==> src/rtl/remove_pkg.sv <==
// Shared definitions for the remove-command arbiter: FSM state encoding and
// default width constants.
// Contents: state_t (IDLE/CMD/XFER), DEF_DATA_WD, DEF_DATA_BYTE_WD, DEF_BYTE_CNT_WD.
package remove_pkg;

    localparam int DEF_DATA_WD      = 32;
    localparam int DEF_DATA_BYTE_WD = DEF_DATA_WD / 8;
    localparam int DEF_BYTE_CNT_WD  = $clog2(DEF_DATA_BYTE_WD);

    typedef enum logic [1:0] {
        IDLE = 2'd0,
        CMD  = 2'd1,
        XFER = 2'd2
    } state_t;

endpackage

==> src/rtl/remove_rr_arb.sv <==
// Two-way round-robin pick: the source not granted last wins a tie, a lone
// requester wins outright. Purely combinational, zero latency, no backpressure.
// Ports: req[1:0] requests, last_grant previous winner, gnt winning index.
module remove_rr_arb (
    input  logic [1:0] req,
    input  logic       last_grant,
    output logic       gnt
);

    always_comb begin
        // Tie (or no request) goes to the other source than last time.
        gnt = ~last_grant;
        if (req == 2'b01) begin
            gnt = 1'b0;
        end else if (req == 2'b10) begin
            gnt = 1'b1;
        end
    end

endmodule

==> src/rtl/remove_arb.sv <==
// Packet-granular 2:1 arbiter feeding a byte-remove datapath: each granted
// packet first issues a remove command, then its beats are forwarded.
// Latency: valid -> command 1 cycle, command accept -> first beat 1 cycle,
// last beat -> next grant 1 cycle. Backpressure: m_ready passes straight to
// the granted source; sources are held off entirely until the command is taken.
// Ports: clk/rst; s0_*/s1_* AXI-stream sources with sN_remove_cnt; m_* stream
// out; valid_remove/byte_remove_cnt/ready_remove command handshake; grant index.
// Optional macro REMOVE_ARB_STATS_EN adds 16-bit per-source packet counters
// pkt_cnt0/pkt_cnt1.
module remove_arb
    import remove_pkg::*;
#(
    parameter int DATA_WD      = DEF_DATA_WD,
    parameter int DATA_BYTE_WD = DATA_WD / 8,
    parameter int BYTE_CNT_WD  = $clog2(DATA_BYTE_WD)
) (
    input  logic                    clk,
    input  logic                    rst,

    input  logic                    s0_valid,
    input  logic [DATA_WD-1:0]      s0_data,
    input  logic                    s0_last,
    input  logic [DATA_BYTE_WD-1:0] s0_keep,
    output logic                    s0_ready,
    input  logic [BYTE_CNT_WD-1:0]  s0_remove_cnt,

    input  logic                    s1_valid,
    input  logic [DATA_WD-1:0]      s1_data,
    input  logic                    s1_last,
    input  logic [DATA_BYTE_WD-1:0] s1_keep,
    output logic                    s1_ready,
    input  logic [BYTE_CNT_WD-1:0]  s1_remove_cnt,

    output logic                    m_valid,
    output logic [DATA_WD-1:0]      m_data,
    output logic                    m_last,
    output logic [DATA_BYTE_WD-1:0] m_keep,
    input  logic                    m_ready,

    output logic                    valid_remove,
    output logic [BYTE_CNT_WD-1:0]  byte_remove_cnt,
    input  logic                    ready_remove,

    output logic                    grant
`ifdef REMOVE_ARB_STATS_EN
    ,
    output logic [15:0]             pkt_cnt0,
    output logic [15:0]             pkt_cnt1
`endif
);

    state_t state;
    logic   last_grant;
    logic   arb_gnt;
    logic   in_xfer;
    logic   last_fire;

    remove_rr_arb u_rr_arb (
        .req        ({s1_valid, s0_valid}),
        .last_grant (last_grant),
        .gnt        (arb_gnt)
    );

    // valid_remove is a registered copy of "state == CMD".
    always_ff @(posedge clk or posedge rst) begin
        if (rst) begin
            state           <= IDLE;
            grant           <= 1'b0;
            last_grant      <= 1'b1;
            byte_remove_cnt <= '0;
            valid_remove    <= 1'b0;
        end else begin
            case (state)
                IDLE: begin
                    if (s0_valid || s1_valid) begin
                        state           <= CMD;
                        grant           <= arb_gnt;
                        last_grant      <= arb_gnt;
                        byte_remove_cnt <= arb_gnt ? s1_remove_cnt : s0_remove_cnt;
                        valid_remove    <= 1'b1;
                    end
                end
                CMD: begin
                    if (ready_remove) begin
                        state        <= XFER;
                        valid_remove <= 1'b0;
                    end
                end
                XFER: begin
                    // A stalled source simply leaves us here with grant held.
                    if (last_fire) begin
                        state <= IDLE;
                    end
                end
                default: begin
                    state        <= IDLE;
                    valid_remove <= 1'b0;
                end
            endcase
        end
    end

    // Stream path is only opened once the command has been accepted.
    assign in_xfer   = (state == XFER);
    assign m_valid   = in_xfer & (grant ? s1_valid : s0_valid);
    assign m_data    = grant ? s1_data : s0_data;
    assign m_last    = grant ? s1_last : s0_last;
    assign m_keep    = grant ? s1_keep : s0_keep;
    assign s0_ready  = in_xfer & ~grant & m_ready;
    assign s1_ready  = in_xfer &  grant & m_ready;
    assign last_fire = m_valid & m_ready & m_last;

`ifdef REMOVE_ARB_STATS_EN
    always_ff @(posedge clk or posedge rst) begin
        if (rst) begin
            pkt_cnt0 <= '0;
            pkt_cnt1 <= '0;
        end else if (last_fire) begin
            if (grant) begin
                pkt_cnt1 <= pkt_cnt1 + 16'd1;
            end else begin
                pkt_cnt0 <= pkt_cnt0 + 16'd1;
            end
        end
    end
`endif

endmodule

==> config.mk <==
export PLATFORM = sky130hd
export DESIGN_NAME = remove_arb
export DESIGN_NICKNAME = d
export VERILOG_FILES = /design/src/rtl/remove_pkg.sv /design/src/rtl/remove_rr_arb.sv /design/src/rtl/remove_arb.sv
export SDC_FILE = /design/constraint.sdc
export NUM_CORES = 1
export LEC_CHECK = 0
export ABC_AREA = 0
export CAP_MARGIN = 20
export CORE_AREA = 2 2 65 67
export CTS_BUF_LIST = sky130_fd_sc_hd__clkbuf_2
export CTS_CLUSTER_SIZE = 10
export DETAILED_ROUTE_END_ITERATION = 8
export DIE_AREA = 0 0 67 69
export HOLD_SLACK_MARGIN = 0.1
export PLACE_DENSITY = 0.88
export SLEW_MARGIN = 10
export SYNTH_ARGS = -nofsm -noshare
export SYNTH_HDL_FRONTEND = slang
export SYNTH_SLANG_ARGS = --single-unit
==> constraint.sdc <==
create_clock -name clk -period 1.9 [get_ports clk]
set_clock_uncertainty 0.15 [all_clocks]
set_input_delay 0.38 -clock clk [delete_from_list [all_inputs] [get_ports clk]]
set_output_delay 0.38 -clock clk [all_outputs]
set_load 0.05 [all_outputs]
==> out/qor.json <==
{
  "first_pass_grt_wire_length": {"value": 6.113, "unit": "mm"},
  "final_critical_path_share_of_the_clock_period": {"value": 1.037},
  "hold_slack": {"value": 0.2107, "unit": "ns"},
  "filler_cell_count": {"value": 306},
  "fin_nets": {"value": 301},
  "area_growth": {"value": 187.3, "unit": "%"},
  "cts.sinks": {"value": 7},
  "fmax": {"value": 507.4, "unit": "MHz"},
  "mappedNetlistArea": {"value": 894.6, "unit": "µm²"},
  "cts.hold.buffers_added": {"value": 0},
  "dieArea": {"value": 0.004623, "unit": "mm²"},
  "syn_avg_cell_area": {"value": 10.78, "unit": "µm²"},
  "cts-buffers-inserted": {"value": 3},
  "grt_pass1_vias": {"value": 1227},
  "cts.htree.levels": {"value": 1},
  "failed_checks": {"value": "setup timing"},
  "synth_seq_cells": {"value": 7},
  "ys.flop_type": {"value": "sky130_fd_sc_hd__dfrtp_1"},
  "drtPass1Iterations": {"value": 4},
  "clk_pin_slew": {"value": 0.07, "unit": "ns"},
  "grt.busiest_layer": {"value": "met2"},
  "worstSetupEndpoint": {"value": "m_valid"},
  "post_drt_via_cell_ratio": {"value": 4.654},
  "synth_fp_nets": {"value": 167},
  "end_kind": {"value": "output port"},
  "layout_common_cells": {"value": "sky130_fd_sc_hd__clkdlybuf4s50_1, sky130_fd_sc_hd__mux2_4, sky130_fd_sc_hd__buf_6"},
  "root_buffer": {"value": "sky130_fd_sc_hd__clkbuf_2"},
  "route.detailed.drc": {"value": 0},
  "finalWeightedCongestion": {"value": 0.7321},
  "drt.antenna.violating_nets": {"value": 0},
  "power_density": {"value": 1471, "unit": "mW/mm²"},
  "setup-tns-final": {"value": -0.9745, "unit": "ns"},
  "p_leak": {"value": 1.142, "unit": "nW"},
  "rsz0062_at_grt": {"value": "yes"},
  "boundaryPins": {"value": 128},
  "antenna-diode-count": {"value": 0},
  "r2r-end": {"value": "state[1]$_DFFE_PP0P_"},
  "count_of_flip_flops_with_a_built_in_enable_after_synthesis": {"value": 0},
  "max_slew_margin": {"value": 0.7899},
  "hold_violations": {"value": 0},
  "io_buffer_count": {"value": 127},
  "synth_sequential_area_ratio": {"value": 0.1972},
  "worst_r2r_startpoint": {"value": "grant$_DFFE_PP0P_"},
  "drv_slew": {"value": 0},
  "final_common_cell": {"value": "sky130_fd_sc_hd__clkdlybuf4s50_1"},
  "worstSetupStartpointType": {"value": "flip-flop"},
  "drt-initial-drc-count": {"value": 10},
  "rows": {"value": 23},
  "maximum_number_of_pins_on_one_net_before_global_route_repair": {"value": 18},
  "globalRouteMet3Util": {"value": 0.03752},
  "yosys_warnings": {"value": 0},
  "final-setup-viol-count": {"value": 30},
  "ff2ff_path_depth": {"value": 4},
  "clock_insertion_delay_worst_skew": {"value": 0.24, "unit": "ns"},
  "initial_utilization": {"value": 0.2286},
  "final_hpwl_from_detailed_placement": {"value": 3.118, "unit": "mm"},
  "status": {"value": "finished, violations left"},
  "die_w": {"value": 67, "unit": "µm"},
  "synth.distinct_cells": {"value": 26},
  "drive_gt1_frac": {"value": 0.4954},
  "maxCapViolations": {"value": 0},
  "die_h": {"value": 69, "unit": "µm"},
  "via_count": {"value": 1238},
  "grt_util_met2": {"value": 0.3179},
  "vdd.ir_drop.worst": {"value": 0.9854, "unit": "mV"},
  "totalWireLength": {"value": 4.231, "unit": "mm"},
  "worstMarginPinSlew": {"value": 0.3148, "unit": "ns"},
  "timing.hold.worst.class": {"value": "primary input to asynchronous set/reset pin"},
  "postSynthCellCount": {"value": 83},
  "grt_overflow_total": {"value": 0},
  "final_period_demand_of_the_worst_path": {"value": 1.971, "unit": "ns"},
  "ys_async_sr_fraction": {"value": 1.000},
  "coreArea": {"value": 0.003914, "unit": "mm²"},
  "cp.arrival": {"value": 1.44, "unit": "ns"},
  "groute.usage.overall": {"value": 0.1664},
  "critical_path_class": {"value": "flip-flop to output port"},
  "regToRegSetupSlack": {"value": 0.46, "unit": "ns"},
  "routed_wire_length_per_instance": {"value": 15.91, "unit": "µm"},
  "antenna_found_initial": {"value": 0},
  "required": {"value": 1.37, "unit": "ns"},
  "path_max_fanout": {"value": 5},
  "use_met1": {"value": 0.1725},
  "clk_path_buf_depth": {"value": 2},
  "final_critical_path_setup_slack": {"value": -0.07096, "unit": "ns"},
  "critical_path.startpoint": {"value": "grant$_DFFE_PP0P_"},
  "tritoncts_clock_tree": {"value": "built"}
}
report_power, final:
group / total [mW] / switching, mW / leakage (nW) / internal, mW
Combinational: 3.32 / 1.73 / 1.05 / 1.58
Sequential: 0.349 / 0.113 / 0.0784 / 0.237
Clock: 0.112 / 0.0557 / 0.0166 / 0.0558
layout make-up:
type                       count  area, µm²  area share
inverter                       2      7.507    0.002921
clock buffer                   4      20.02    0.007790
tap                           50      62.56     0.02434
multi-input combinational     68      765.7      0.2980
timing repair buffer         135       1535      0.5974
sequential                     7      178.9     0.06962
layer usage:
metal,vias to the layer above,routed length [µm]
li1,579,-
met1,583,1446
met2,67,2278
met3,9,416
met4,0,90
met5,-,0
flip-flops by register name (all words and copies together) (netlist names):
signal / count
valid_remove: 1
last_grant: 1
grant: 1
byte_remove_cnt: 2
state: 2
worst min path at each step:
stage	startpoint	to	slack, ns	depth (start not counted)
detailed placement	valid_remove$_DFFE_PP0P_	valid_remove$_DFFE_PP0P_	0.32	2
global route	rst	valid_remove$_DFFE_PP0P_	0.26	2
floorplan	rst	byte_remove_cnt[0]$_DFFE_PP0P_	0.03	1
finish	rst	byte_remove_cnt[1]$_DFFE_PP0P_	0.21	2
global placement	valid_remove$_DFFE_PP0P_	valid_remove$_DFFE_PP0P_	0.32	2
CTS	rst	valid_remove$_DFFE_PP0P_	0.21	2
synthesized netlist by cell type, drive strengths merged, types with 2 or more instances:
cell     count  area [µm²]
inv          2       7.510
a2bb2oi      2       23.77
o21ai        6       30.02
mux2        38       461.7
nand2        6       22.52
buf          6       51.30
nor2         3       13.77
a31oi        2       12.51
dfrtp        6       150.1
o221a        2       22.52
logic make-up (layout without fill, tap and decap cells):
kind of cell,Yosys count,count (layout),share of synthesized area
AO/OA/AOI/OAI,17,17,0.1468
buffers and inverters,8,141,0.06574
flip-flops,7,7,0.1972
multiplexers,38,38,0.5161
AND/OR/NAND/NOR,13,13,0.07414
critical path, stage by stage, from the launching register on:
cell,delay (ns)
sky130_fd_sc_hd__dfrtp_2,0.48
sky130_fd_sc_hd__buf_6,0.14
sky130_fd_sc_hd__mux2_4,0.30
sky130_fd_sc_hd__nor2b_4,0.14
sky130_fd_sc_hd__buf_12,0.14
what timing repair did:
item	CTS	global route
gates resized for setup	32	31
setup endpoints to repair	38	40
pin swaps	2	0
setup buffers	5	1
cloned	1	0
through the flow:
stage	setup slack, ns	power (mW)	std cells	instance area (µm²)	util
after floorplan	-0.07519	2.245	83	914.6	-
after global placement	-0.03415	3.188	258	2288	0.5847
after detailed placement	-0.03887	3.228	258	2288	0.5847
after CTS	-0.1248	3.714	268	2504	0.6397
after global routing	-0.1222	3.933	266	2570	0.6567
final	-0.07096	3.780	266	2570	0.6567
Note: power is estimated with default switching activity, not from simulation.
